**config.mk**
```make
export PLATFORM = sky130hd
export DESIGN_NAME = cpu_clock_ctrl
export DESIGN_NICKNAME = d
export VERILOG_FILES = /design/src/rtl/cpu_clock_ctrl.sv
export SDC_FILE = /design/constraint.sdc
export NUM_CORES = 1
export LEC_CHECK = 0
export BUFFER_PORTS_ARGS = -buffer_cell sky130_fd_sc_hd__buf_2
export CAP_MARGIN = 20
export CORE_MARGIN = 2
export CORE_UTILIZATION = 35
export CTS_CLUSTER_SIZE = 30
export DETAILED_ROUTE_END_ITERATION = 8
export PLACE_DENSITY = 0.61
export SYNTH_ARGS = -nofsm -noshare
export SYNTH_HDL_FRONTEND = slang
export SYNTH_SLANG_ARGS = --single-unit
```
**constraint.sdc**
```tcl
create_clock -name clk_in -period 6.8 [get_ports clk_in]
set_clock_uncertainty 0.05 [all_clocks]
set_input_delay 1.36 -clock clk_in [delete_from_list [all_inputs] [get_ports clk_in]]
set_output_delay 1.36 -clock clk_in [all_outputs]
set_load 0.01 [all_outputs]
```
**src/rtl/cpu_clock_ctrl.sv**
```systemverilog
// Run/halt/single-step controller for the 6502 CPU clock: divides clk_in by a
// run-time selectable divisor, gates the result and counts CPU cycles.
module cpu_clock_ctrl #(
    parameter int unsigned CNT_W = 28,
    parameter int unsigned DIV0  = 2,
    parameter int unsigned DIV1  = 20,
    parameter int unsigned DIV2  = 200_000,
    parameter int unsigned DIV3  = 50_000_000,
    parameter int unsigned CYC_W = 32
) (
    input  logic             clk_in,
    input  logic             reset,
    input  logic             run,
    input  logic             step,
    input  logic [1:0]       speed_sel,
    output logic             clk_out,
    output logic             tick,
    output logic             halted,
    output logic [CYC_W-1:0] cycle_count
);

    typedef enum logic [1:0] {StHalt, StRun, StStep} state_e;

    state_e             state_q, state_d;
    logic [CNT_W-1:0]   cnt_q, cnt_d;
    logic [CNT_W-1:0]   div_q, div_d;
    logic               step_q, step_d;
    logic               clk_out_q, clk_out_d;
    logic               tick_q, tick_d;
    logic               halted_q, halted_d;
    logic [CYC_W-1:0]   cycle_count_q, cycle_count_d;

    logic [CNT_W-1:0]   div_sel;
    logic [CNT_W-1:0]   cnt_inc;
    logic               step_edge;
    logic               cyc_end;
    logic               start;

    always_comb begin
        case (speed_sel)
            2'd0:    div_sel = CNT_W'(DIV0);
            2'd1:    div_sel = CNT_W'(DIV1);
            2'd2:    div_sel = CNT_W'(DIV2);
            default: div_sel = CNT_W'(DIV3);
        endcase
    end

    assign step_edge = step & ~step_q;
    assign cnt_inc   = cnt_q + CNT_W'(1);
    assign cyc_end   = (cnt_q == div_q - CNT_W'(1));

    always_comb begin
        state_d       = state_q;
        cnt_d         = cnt_q;
        div_d         = div_q;
        step_d        = step;
        clk_out_d     = clk_out_q;
        tick_d        = 1'b0;
        cycle_count_d = cycle_count_q;
        start         = 1'b0;

        case (state_q)
            StHalt: begin
                cnt_d     = '0;
                clk_out_d = 1'b0;
                if (run) begin
                    state_d = StRun;
                    start   = 1'b1;
                end else if (step_edge) begin
                    state_d = StStep;
                    start   = 1'b1;
                end
            end
            StRun, StStep: begin
                if (cyc_end) begin
                    // run is only looked at here, so a mid-cycle drop finishes the cycle
                    if (state_q == StRun && run) begin
                        start = 1'b1;
                    end else begin
                        state_d   = StHalt;
                        cnt_d     = '0;
                        clk_out_d = 1'b0;
                    end
                end else begin
                    cnt_d     = cnt_inc;
                    clk_out_d = (cnt_inc < (div_q >> 1));
                end
            end
            default: begin
                state_d   = StHalt;
                cnt_d     = '0;
                clk_out_d = 1'b0;
            end
        endcase

        // Divisor is latched only here, so speed changes wait for a cycle boundary
        if (start) begin
            cnt_d         = '0;
            div_d         = div_sel;
            clk_out_d     = 1'b1;
            tick_d        = 1'b1;
            cycle_count_d = cycle_count_q + CYC_W'(1);
        end

        halted_d = (state_d == StHalt);
    end

    always_ff @(posedge clk_in) begin
        if (reset) begin
            state_q       <= StHalt;
            cnt_q         <= '0;
            div_q         <= CNT_W'(DIV0);
            step_q        <= 1'b1;
            clk_out_q     <= 1'b0;
            tick_q        <= 1'b0;
            halted_q      <= 1'b1;
            cycle_count_q <= '0;
        end else begin
            state_q       <= state_d;
            cnt_q         <= cnt_d;
            div_q         <= div_d;
            step_q        <= step_d;
            clk_out_q     <= clk_out_d;
            tick_q        <= tick_d;
            halted_q      <= halted_d;
            cycle_count_q <= cycle_count_d;
        end
    end

    assign clk_out     = clk_out_q;
    assign tick        = tick_q;
    assign halted      = halted_q;
    assign cycle_count = cycle_count_q;

endmodule

```
# == After elaboration in Yosys (flattened, before gate mapping) ==
# Index checks and enable logic that the tools add are counted.
# op_classes
add_sub_neg,3
n_lt_le_gt_ge,1
eq_ne,7
muxes,18
bitwise_logic,3
reduce_logical,6
# ops
operator,count
$pmux 26 s3,1
$mux 28,2
$add 32x1->32 const B,1
$add 28x1->28 const B,1
$eq 28x28->1,1
$lt 28x27->1,1
$sub 28x1->28 const B,1
$mux 1,9
$mux 2,4
$logic_not 2->1,3
$eq 2x1->1 const B,2
$eq 2x2->1 const B,2
$ne 4x4->1 const B,1
$pmux 2 s2,1
$reduce_or 3->1,1
$ne 2x2->1 const B,1
$not 1->1,2
$pmux 1 s2,1
$reduce_or 2->1,1
$and 1x1->1,1
$logic_and 1x1->1,1
# totals
reg_bits,94
in_bits,6
out_inout_bits,35
elab_cells,46

# == Depth between registers and ports, before layout ==
# depth
ltp_word,6
ltp_mapped,13
ltp_nobuf,12

# == Worst setup path before layout ==
# Ideal clock, no wire load.
# synth_path
path_kind,reg-to-reg
startpoint,register div_q[4]
endpoint,register cycle_count_q[24] (netlist: cycle_count[24])
setup_time_ps,123
t_arrival_ps,2944
required_ps,6627
slack_ps,3682
path_stages_with_launch,12
n_path_buf,2
period_less_slack_ps,3118
cell_sequence,dfxtp_1 -> inv_1 -> ha_1 -> buf_2 -> or4b_4 -> o211a_1 -> nand4bb_1 -> nor4_4 -> nand4_4 -> buf_6 -> a2111oi_4 -> mux2_1
# synth_via
elab_chain_len,4
# synth_lines
item,line_no,source
"start, declared",26,"logic [CNT_W-1:0] div_q, div_d;"
"start signal, assigned",112,div_q <= CNT_W'(DIV0);
"start signal, assigned",121,div_q <= div_d;
$sub 28x1->28,50,assign cyc_end = (cnt_q == div_q - CNT_W'(1));
$eq 28x28->1,50,
$mux 1,75,if (cyc_end) begin
$pmux 1 s2,62,case (state_q)
"end signal, assigned",126,cycle_count_q <= cycle_count_d;
"end, declared",31,"logic [CYC_W-1:0] cycle_count_q, cycle_count_d;"
# No other way between the ends.
# A chain may end at the register's enable or synchronous reset.

# == Final worst setup path ==
# layout_path
startpoint,register div_q[4]
endpoint,register cycle_count_q[0] (netlist: cycle_count[0])
# The elaborated chain is that of the path after synthesis.

==> results.md <==
- Run status: finished clean
- Via density: 5.74
- Synth area leader: dfxtp_1
- Ant. Diodes: 0
- Nets: 689
- Pins Over Slew Limit: 0
- Post-synth ARST share: 0
- IO Pins: 41
- Largest cells by area after synthesis: dfxtp_1 27%, ha_1 6.5%, mux2_2 5.2%
- RSZ-0062 raised after global routing: no
- Hold_ws: 480 ps
- Drt total wl: 13900 um
- H-tree depth: 3
- DR iter-0 viols: 447
- Cts repair resizes: 0
- Top-area cell type share of the netlist area: 0.272
- Reg-to-Reg End: cycle_count[0]$_SDFFE_PP0P_
- WP data arrival: 4550 ps
- Final min period: 4370 ps
- Largest net degree at the start of global routing: 66
- Worst hold path type: register to register
- Cells after synthesis: 649
- Kind of end point of the critical path: register
- Mapped cell area: 5230 um^2
- # setup viols final: 0
- GR Overflow Total: 0
- Data required, critical path: 6980 ps
- Worst-margin pin slew: 1090 ps
- Reg2Reg Setup Slack: 2430 ps
- Rows: 44
- Core ar.: 14600 um^2
- Die Span Y: 126 um
- Crit Path Max Fanout: 35
- Startpoint Class: register
- Post-route ant nets: 0
- Final std cells w/o fill: 845
- Drt pass-1 iters: 5
- Starting density of the core: 0.358
- GRT Util Overall: 0.176
- Die X: 126 um
- Clk_lat worst skew: 350 ps
- Vias in the first global route: 4457
- DR DRC count: 0
- DIE AREA: 15900 um^2
- Hold Path Origin: cycle_count[1]$_SDFFE_PP0P_
- Worst-path clk slew: 60 ps
- R2r worst-path depth: 9
- CTS sink count: 71
- Pre-CTS WS: 2510 ps
- Count leader, synth: dfxtp_1
- Relative slew slack: 0.269
- Final GP Congestion: 0.868
- DR WL/cell: 16.4 um
- Worst R2R Start: div_q[4]$_SDFFE_PP0P_
- Cells on Worst Hold Path: 2
- Hold EP: cycle_count[1]$_SDFFE_PP0P_
- Fin worst setup slack: 2430 ps
- Cell Count Post-Placement: 829
- Port buffer count: 40
- CTS Hold Bufs: 0
- Max Fclk: 0.229 GHz
- Syn_nets: 682
- Ys Warns: 0
- Max_cap viols: 0
- Setup Buffers After CTS: 0
- Layout cell share with drive strength beyond 1: 0.151
- Post-synth cell types: 66
- First-pass GRT wire length: 23100 um
- CTS tree: built
- Clock root buffer: clkbuf_16
- Number of flops mapped to enable cells by yosys: 0
- Detail Placement HPWL: 9770 um
- Setup TNS Final: 0 ps
- Area delta synth->final: 10.5%
- Maximum vdd ir drop: 127 uV
- Commonest cells in the netlist: 71 x dfxtp_1, 56 x nand2_1, 53 x nor2_1, 44 x nand3_1, 38 x clkbuf_1
- Synthesized flop and latch total: 71
- Via Count: 4852
- Final Hold Fails: 0
- Post-Syn Area per Cell: 8.06 um^2
- Setup CP Type: register to register
- Cts bufs inserted: 9
- Leak pwr: 2.22 nW
- Post-synth top flop: dfxtp_1
- Fillers: 1456
- Clk buf depth: 2
- Tcrit/Tclk final: 0.643
- Sequential share of the synthesized area: 0.272
- Pwr per Cell Area: 183 nW/um^2
- Antenna violations before repair: 0
per-layer routing:
layer | track usage | share of wire | vias to the layer above
met5 | 0 | 0 | -
met3 | 0.0425 | 0.042 | 15
met4 | 0.0440 | 0.012 | 0
met1 | 0.243 | 0.49 | 2333
li1 | - | - | 2391
met2 | 0.277 | 0.46 | 113
worst max path at each step:
| stage | depth (start not counted) | from | endpoint |
|---|---|---|---|
| 6_report | 9 | div_q[4]$_SDFFE_PP0P_ | cycle_count[0]$_SDFFE_PP0P_ |
| 5_1_grt | 9 | div_q[4]$_SDFFE_PP0P_ | cycle_count[0]$_SDFFE_PP0P_ |
| 4_1_cts | 9 | div_q[4]$_SDFFE_PP0P_ | cycle_count[0]$_SDFFE_PP0P_ |
| 3_5_place_dp | 9 | div_q[4]$_SDFFE_PP0P_ | cycle_count[0]$_SDFFE_PP0P_ |
| 3_3_place_gp | 9 | div_q[4]$_SDFFE_PP0P_ | cycle_count[0]$_SDFFE_PP0P_ |
| 2_1_floorplan | 11 | div_q[4]$_SDFFE_PP0P_ | cycle_count[24]$_SDFFE_PP0P_ |
critical path, stage by stage, from the launching register on:
cell,delay [ps]
dfxtp_1,360
inv_1,170
ha_1,340
nor3b_1,460
xnor2_1,190
o22ai_1,150
nor4_2,550
nand4_4,550
a21oi_4,1050
mux2_1,390
layout by cell type, fill, tap and decap left out, types with 4 or more instances in the layout:
cell type	synthesis	final
nor2_1	53	53
nand4b_1	5	5
and4_1	7	7
xnor2_1	19	19
nor3b_1	7	7
nand2_1	56	56
or2_2	4	4
ha_1	27	27
and2_1	10	10
a21oi_1	31	31
a211oi_1	32	32
nor2b_1	33	33
buf_2	8	40
a2111oi_0	4	4
o211ai_1	8	8
nand3b_1	4	4
o21ai_0	13	13
nor3_1	9	9
nand4_1	22	22
xor2_1	11	11
nand3_1	44	44
clkbuf_16	0	9
mux2i_1	8	8
nor4_1	5	5
mux2_2	24	24
buf_4	0	4
mux2_1	4	4
or4_1	8	8
nand2b_1	5	5
and3_1	15	15
dfxtp_1	71	71
inv_1	16	16
registers in the layout (all words and copies together), names as in the netlist:
signal       count
clk_out          1
cnt_q           28
cycle_count     32
div_q            5
halted           1
state_q          2
step_q           1
tick             1
logic make-up after synthesis:
kind of cell    synth area share
compound gates             0.172
xor+xnor                  0.0502
fa+ha+maj                 0.0646
buf+inv                   0.0500
flops                      0.272
mux                       0.0756
simple gates               0.316
metrics by stage:
step,area (um^2),total power [mW],util
4_1_cts,5780,1.07,0.396
3_3_place_gp,5490,0.609,0.377
5_1_grt,5780,1.10,0.396
3_5_place_dp,5490,0.611,0.377
6_report,5780,1.06,0.396
2_1_floorplan,5230,0.570,-
final cells by class:
| cell class | count | area (um^2) | area share |
|---|---|---|---|
| well taps | 184 | 230 | 0.0398 |
| clock buffers | 10 | 239 | 0.0414 |
| inverters | 17 | 63.8 | 0.0110 |
| clock inverters | 6 | 46.3 | 0.00801 |
| multi-input cells | 513 | 3550 | 0.614 |
| flip-flops and latches | 71 | 1420 | 0.246 |
| repair buffers | 44 | 230 | 0.0398 |
power by group:
| part | switching [mW] | internal (mW) | total [mW] |
|---|---|---|---|
| Sequential | 0.0133 | 0.425 | 0.438 |
| Clock | 0.194 | 0.258 | 0.452 |
| Combinational | 0.105 | 0.0608 | 0.166 |
| Total | 0.312 | 0.743 | 1.06 |
Power figures use the tool's default switching activity.
